## config.mk

```make
export PLATFORM = sky130hd
export DESIGN_NAME = boolean_link_tester
export DESIGN_NICKNAME = d
export VERILOG_FILES = /design/src/rtl/boolean_link_pkg.sv /design/src/rtl/boolean_link_tester_err_accum.sv /design/src/rtl/boolean_link_tester.sv
export SDC_FILE = /design/constraint.sdc
export NUM_CORES = 1
export LEC_CHECK = 0
export ABC_CLOCK_PERIOD_IN_PS = 2300
export CORE_MARGIN = 5
export CORE_UTILIZATION = 52
export CTS_CLUSTER_DIAMETER = 120
export DETAILED_ROUTE_END_ITERATION = 12
export PLACE_DENSITY_LB_ADDON = 0.15
export SETUP_SLACK_MARGIN = 0.05
export SYNTH_ARGS = -nofsm -noshare
export SYNTH_HDL_FRONTEND = slang
export SYNTH_HIERARCHICAL = 1
export SYNTH_SLANG_ARGS = --single-unit
```

## constraint.sdc

```tcl
create_clock -name clk -period 2.3 [get_ports clk]
set_input_delay 0.46 -clock clk [delete_from_list [all_inputs] [get_ports clk]]
set_output_delay 0.46 -clock clk [all_outputs]
set_load 0.02 [all_outputs]
```

## src/rtl/boolean_link_pkg.sv

```systemverilog
// Shared types and helpers for the boolean link tester.
// Holds the sweep FSM states, the reference model and the error saturation value.
package boolean_link_pkg;

  typedef enum logic [2:0] {
    IDLE,
    DRIVE,
    SETTLE,
    CHECK,
    DONE
  } state_e;

  localparam logic [7:0] ERR_SAT = 8'hFF;

  // Reference result of the boolean datapath under test.
  function automatic logic [7:0] bool_expected(
    input logic [7:0] a,
    input logic [7:0] b
  );
    return (a & b) | (~a & b);
  endfunction

endpackage

```

## src/rtl/boolean_link_tester_err_accum.sv

```systemverilog
// Mismatch accumulator: saturating error count and first-failure capture.
// Ports: clk, rst (sync high), clear, mismatch, vec -> err_count, first_fail, failed_flag.
module err_accum
  import boolean_link_pkg::*;
(
  input  logic        clk,
  input  logic        rst,
  input  logic        clear,
  input  logic        mismatch,
  input  logic [15:0] vec,
  output logic [7:0]  err_count,
  output logic [15:0] first_fail,
  output logic        failed_flag
);

  logic [7:0]  err_q, err_d;
  logic [15:0] ff_q, ff_d;
  logic        flag_q, flag_d;

  always_comb begin
    err_d  = err_q;
    ff_d   = ff_q;
    flag_d = flag_q;
    if (clear) begin
      err_d  = 8'h00;
      ff_d   = 16'h0000;
      flag_d = 1'b0;
    end else if (mismatch) begin
      if (err_q != ERR_SAT) begin
        err_d = err_q + 8'd1;
      end
      if (!flag_q) begin
        ff_d   = vec;
        flag_d = 1'b1;
      end
    end
  end

  always_ff @(posedge clk) begin
    if (rst) begin
      err_q  <= 8'h00;
      ff_q   <= 16'h0000;
      flag_q <= 1'b0;
    end else begin
      err_q  <= err_d;
      ff_q   <= ff_d;
      flag_q <= flag_d;
    end
  end

  assign err_count   = err_q;
  assign first_fail  = ff_q;
  assign failed_flag = flag_q;

endmodule

```

## src/rtl/boolean_link_tester.sv

```systemverilog
// Sweeps {B,A} vectors into the boolean datapath and checks its result.
// Ports: clk, rst, start, res_in -> a_out, b_out, b_oe, busy, done, pass, err_count, first_fail.
module boolean_link_tester
  import boolean_link_pkg::*;
#(
  parameter int          SETTLE_CYCLES = 2,
  parameter logic [15:0] LAST_IDX      = 16'hFFFF
) (
  input  logic        clk,
  input  logic        rst,
  input  logic        start,
  output logic [7:0]  a_out,
  output logic [7:0]  b_out,
  output logic [7:0]  b_oe,
  input  logic [7:0]  res_in,
  output logic        busy,
  output logic        done,
  output logic        pass,
  output logic [7:0]  err_count,
  output logic [15:0] first_fail
);

  state_e      state_q, state_d;
  logic [15:0] idx_q, idx_d;
  logic [3:0]  cnt_q, cnt_d;
  logic [7:0]  a_q, a_d;
  logic [7:0]  b_q, b_d;
  logic [7:0]  oe_q, oe_d;
  logic        busy_q, busy_d;
  logic        done_q, done_d;
  logic        pass_q, pass_d;
  logic        clear;
  logic        mismatch;
  logic        failed_flag;

  always_comb begin
    state_d  = state_q;
    idx_d    = idx_q;
    cnt_d    = cnt_q;
    a_d      = a_q;
    b_d      = b_q;
    oe_d     = oe_q;
    busy_d   = busy_q;
    done_d   = done_q;
    pass_d   = pass_q;
    clear    = 1'b0;
    mismatch = 1'b0;
    unique case (state_q)
      IDLE, DONE: begin
        if (start) begin
          state_d = DRIVE;
          idx_d   = 16'h0000;
          clear   = 1'b1;
          done_d  = 1'b0;
          pass_d  = 1'b0;
          oe_d    = 8'hFF;
          busy_d  = 1'b1;
        end
      end
      DRIVE: begin
        a_d     = idx_q[7:0];
        b_d     = idx_q[15:8];
        cnt_d   = 4'(SETTLE_CYCLES - 1);
        state_d = SETTLE;
      end
      SETTLE: begin
        if (cnt_q == 4'd0) begin
          state_d = CHECK;
        end else begin
          cnt_d = cnt_q - 4'd1;
        end
      end
      CHECK: begin
        mismatch = (res_in != bool_expected(a_q, b_q));
        if (idx_q == LAST_IDX) begin
          state_d = DONE;
          oe_d    = 8'h00;
          busy_d  = 1'b0;
          done_d  = 1'b1;
          // Include this cycle's result: the accumulator updates on the same edge.
          pass_d  = (err_count == 8'h00) && !mismatch;
        end else begin
          idx_d   = idx_q + 16'd1;
          state_d = DRIVE;
        end
      end
      default: state_d = IDLE;
    endcase
  end

  always_ff @(posedge clk) begin
    if (rst) begin
      state_q <= IDLE;
      idx_q   <= 16'h0000;
      cnt_q   <= 4'd0;
      a_q     <= 8'h00;
      b_q     <= 8'h00;
      oe_q    <= 8'h00;
      busy_q  <= 1'b0;
      done_q  <= 1'b0;
      pass_q  <= 1'b0;
    end else begin
      state_q <= state_d;
      idx_q   <= idx_d;
      cnt_q   <= cnt_d;
      a_q     <= a_d;
      b_q     <= b_d;
      oe_q    <= oe_d;
      busy_q  <= busy_d;
      done_q  <= done_d;
      pass_q  <= pass_d;
    end
  end

  err_accum u_err (
    .clk         (clk),
    .rst         (rst),
    .clear       (clear),
    .mismatch    (mismatch),
    .vec         ({b_q, a_q}),
    .err_count   (err_count),
    .first_fail  (first_fail),
    .failed_flag (failed_flag)
  );

  assign a_out = a_q;
  assign b_out = b_q;
  assign b_oe  = oe_q;
  assign busy  = busy_q;
  assign done  = done_q;
  assign pass  = pass_q;

endmodule

```

==> flow_summary.yaml <==
global_routing:
  grt_pass1_vias: 2613
  grt_pass1_wl_um: 12700
  grt_usage: 0.207
  grt-ovfl-total: 0
  grt_max_degree: 28
  antenna_found_initial: 0
floorplan:
  dieWidth_um: 88.4
  dieArea_um2: 7810
  io_pins: 62
  core_area_um2: 5960
  initial_utilization: 0.536
  rows: 28
  die_h_um: 88.4
yosys:
  synth_ff_type: "dfxtp_1"
  ys_seq_elements: 67
  yosysWarnings: 6
  yosysTopAreaCellShare: 0.420
  syn_nets: 390
  synth_edf_count: 0
  synthTopCellsByArea: "dfxtp_1 (42%), nand2_1 (8.6%), a21oi_1 (6.6%)"
  syn_area_per_cell_um2: 8.50
  synth.distinct_cells: 63
  netlist_area_um2: 3190
  synth.largest_area_cell: "dfxtp_1"
  ys_async_sr_fraction: 0
  ys_seq_area_frac: 0.420
  synthesis.instances: 376
timing:
  setup_viol: 0
  worst_pin_slew_ps: 597
  max-slew-margin-rel: 0.600
  fin_crit_ps: 2090
  slew_violations: 0
  finalHoldViolCount: 0
  fmax_mhz: 478
  rsz0062_at_grt: "false"
  finalSetupTns_ps: 0
  holdWs_ps: 453
  fin_crit_sh: 0.909
  timing.final.ws_setup_ps: 209
  finalClockSkew_ps: 10.2
critical_path:
  critical_path.cell_chain: "clkdlybuf4s50_1, xor2_1, nor4_1, a21oi_1, buf_4, nand2b_1, buf_12, nand2_1, a21oi_1"
  cp-start-kind: "input port"
  crit_type: "input port to flop"
  worstPathMaxFanout: 14
  required_ps: 2570
  r2r_cells: 8
  crit_path_max_incr_delay_ps: 450
  cpMostUsedCell: "a21oi_1"
  cp_slowest_cell: "nor4_1"
  reg2reg_slack_ps: 360
  reg2reg_to: "u_err/first_fail[8]"
  r2r-start: "b_out[7]"
  worstSetupEndpointType: "flop"
  crit_arrival_ps: 2360
route:
  drc: 0
  wl_um: 7730
  vias: 2827
  vias_per_cell: 5.56
  routedWlPerCell_um: 15.2
  drt-initial-drc-count: 198
  dr.pass1.iters: 4
  ant_nets: 0
pwr:
  pwr-share-seq: 0.404
  p_per_area_nw_per_um2: 779
  clkPwrFrac: 0.352
  swShare: 0.324
  ir_drop_uv: 530
  power_leakage_nw: 1.38
  p_switching_mw: 1.02
  power.internal_mw: 2.12
  p_comb_frac: 0.244
cts:
  clkLatencyLatePin_ps: 350
  h-tree-depth: 3
  root_buffer: "clkbuf_8"
  ctsHoldBuffers: 0
  numCtsBuffers: 9
  cts_buffer_depth: 2
  cts_sinks: 67
  cts_tree: "yes"
  clk_pin_slew_worst_paths_ps: 80
placement:
  dp.cells: 492
  place.gp.congestion: 0.792
  dp.final_hpwl_um: 5560
  pre_cts_ws_ps: -241
  portBuffers: 61
final_layout:
  syn_to_final_growth_pct: 26.2
  instances_no_fill: 508
  antenna_cells: 0
  fin_util: 0.677
  drive_above_1_share: 0.106
  nNetsFinal: 442
min_path:
  hold_start: "done"
  hp-class: "flop to flop"
  worstHoldEndpoint: "done"
  hold_depth: 2
run:
  maxCapViolCount: 0
outcome:
  status: "finished clean"
==> kinds of logic (layout without fill, tap and decap cells) <==
logic type | count (synthesis) | after routing | share of synthesized area
adder cells (fa/ha/maj) | 3 | 3 | 0.0118
multiplexers | 4 | 4 | 0.0129
flip-flops | 67 | 67 | 0.420
AO/OA/AOI/OAI | 96 | 96 | 0.203
buffers and inverters | 37 | 94 | 0.0674
AND/OR/NAND/NOR | 158 | 158 | 0.255
XOR/XNOR | 11 | 11 | 0.0302
==> worst max-delay path, delay by kind of cell <==
kind | cells | cell delay [ps]
AO/OA/AOI/OAI | 2 | 300
XOR/XNOR | 1 | 140
AND/OR/NAND/NOR | 3 | 670
buffers and inverters | 3 | 770
==> cell usage after synthesis (2+ instances only) <==
| cell type | count |
|---|---|
| a2111oi_0 | 2 |
| a211oi_1 | 4 |
| a21o_1 | 2 |
| a21oi_1 | 42 |
| a311o_1 | 2 |
| a311oi_2 | 2 |
| a31o_2 | 2 |
| a31oi_1 | 11 |
| a41oi_1 | 2 |
| and2_1 | 4 |
| and3_1 | 5 |
| and4_1 | 4 |
| buf_2 | 6 |
| buf_4 | 14 |
| buf_6 | 2 |
| clkbuf_1 | 8 |
| dfxtp_1 | 67 |
| ha_1 | 3 |
| inv_1 | 5 |
| mux2i_1 | 3 |
| nand2_1 | 73 |
| nand2b_1 | 9 |
| nand3_1 | 6 |
| nand3b_1 | 4 |
| nand4_1 | 7 |
| nor2_1 | 14 |
| nor3_1 | 10 |
| nor3b_2 | 2 |
| nor4_1 | 4 |
| nor4b_1 | 2 |
| o211ai_1 | 4 |
| o21a_1 | 3 |
| o21ai_0 | 6 |
| or3_1 | 2 |
| or4_1 | 3 |
| xnor2_1 | 2 |
| xor2_1 | 9 |
==> stage by stage <==
stage / power [mW] / cell area [um^2]
after global placement: 2.04 / 3800
final: 3.14 / 4030
after floorplan: 1.87 / 3190
after global routing: 3.30 / 4030
after CTS: 3.15 / 4030
after detailed placement: 2.06 / 3800
==> worst max-delay path by stage <==
stage | endpoint | slack [ps] | startpoint | cells past startpoint
6_report | u_err/first_fail[8] | 210 | res_in[7] | 9
5_1_grt | u_err/first_fail[9] | 60 | res_in[1] | 9
4_1_cts | u_err/first_fail[8] | 210 | res_in[7] | 9
3_5_place_dp | u_err/first_fail[4] | -240 | res_in[4] | 7
3_3_place_gp | u_err/first_fail[6] | -180 | res_in[0] | 7
2_1_floorplan | u_err/first_fail[8] | 490 | res_in[3] | 9
==> flip-flops by register name (all words and copies together), names as in the netlist <==
signal and cells:
u_err/first_fail 16, a_out 8, pass 1, cnt_q 4, b_out 8, u_err/err_count 8, idx_q 16, done 1
b_oe 1, u_err/failed_flag 1, state_q 3
==> timing repair <==
action | 4_1_cts | 5_1_grt
resized for setup | 1 | 0
setup buffers | 0 | 0
setup endpoints to repair | 1 | 0
==> layout by cell type (no fill, tap or decap), drive strengths merged, types with 4 or more instances in the layout <==
cell type / instances
clkdlybuf4s50: 61
dfxtp: 67
a211oi: 5
nand2: 73
o211ai: 4
buf: 12
a21oi: 43
xor2: 9
clkbuf: 9
nor3: 11
nand2b: 9
o21ai: 7
inv: 8
nand3: 6
and3: 5
and4: 5
nor2: 14
nand3b: 5
nor4: 4
nand4: 7
a31oi: 11
and2: 4
==> layout make-up <==
cell class                      count  area (um^2)
Clock buffer                        9          124
Clock inverter                      7         98.8
Fill cell                         517         1930
Inverter                            5         18.8
Multi-Input combinational cell    272         1640
Sequential cell                    67         1340
Tap cell                           75         93.8
Timing Repair Buffer               73          713
==> power by group through the flow <==
stage | registers, mW | logic, mW | clock network, mW
floorplan | 1.27 | 0.600 | 0
global placement | 1.29 | 0.752 | 0
detailed placement | 1.29 | 0.762 | 0
CTS | 1.27 | 0.768 | 1.12
global route | 1.28 | 0.834 | 1.19
finish | 1.27 | 0.765 | 1.10
==> layer usage <==
metal / track usage / wire [um] / vias up
met3: 0.0577 / 484 / 6
met4: 0.0495 / 80 / 0
met1: 0.283 / 3710 / 1307
li1: - / - / 1444
met5: 0 / 0 / -
met2: 0.325 / 3450 / 70
(Power assumes the default switching activity.)
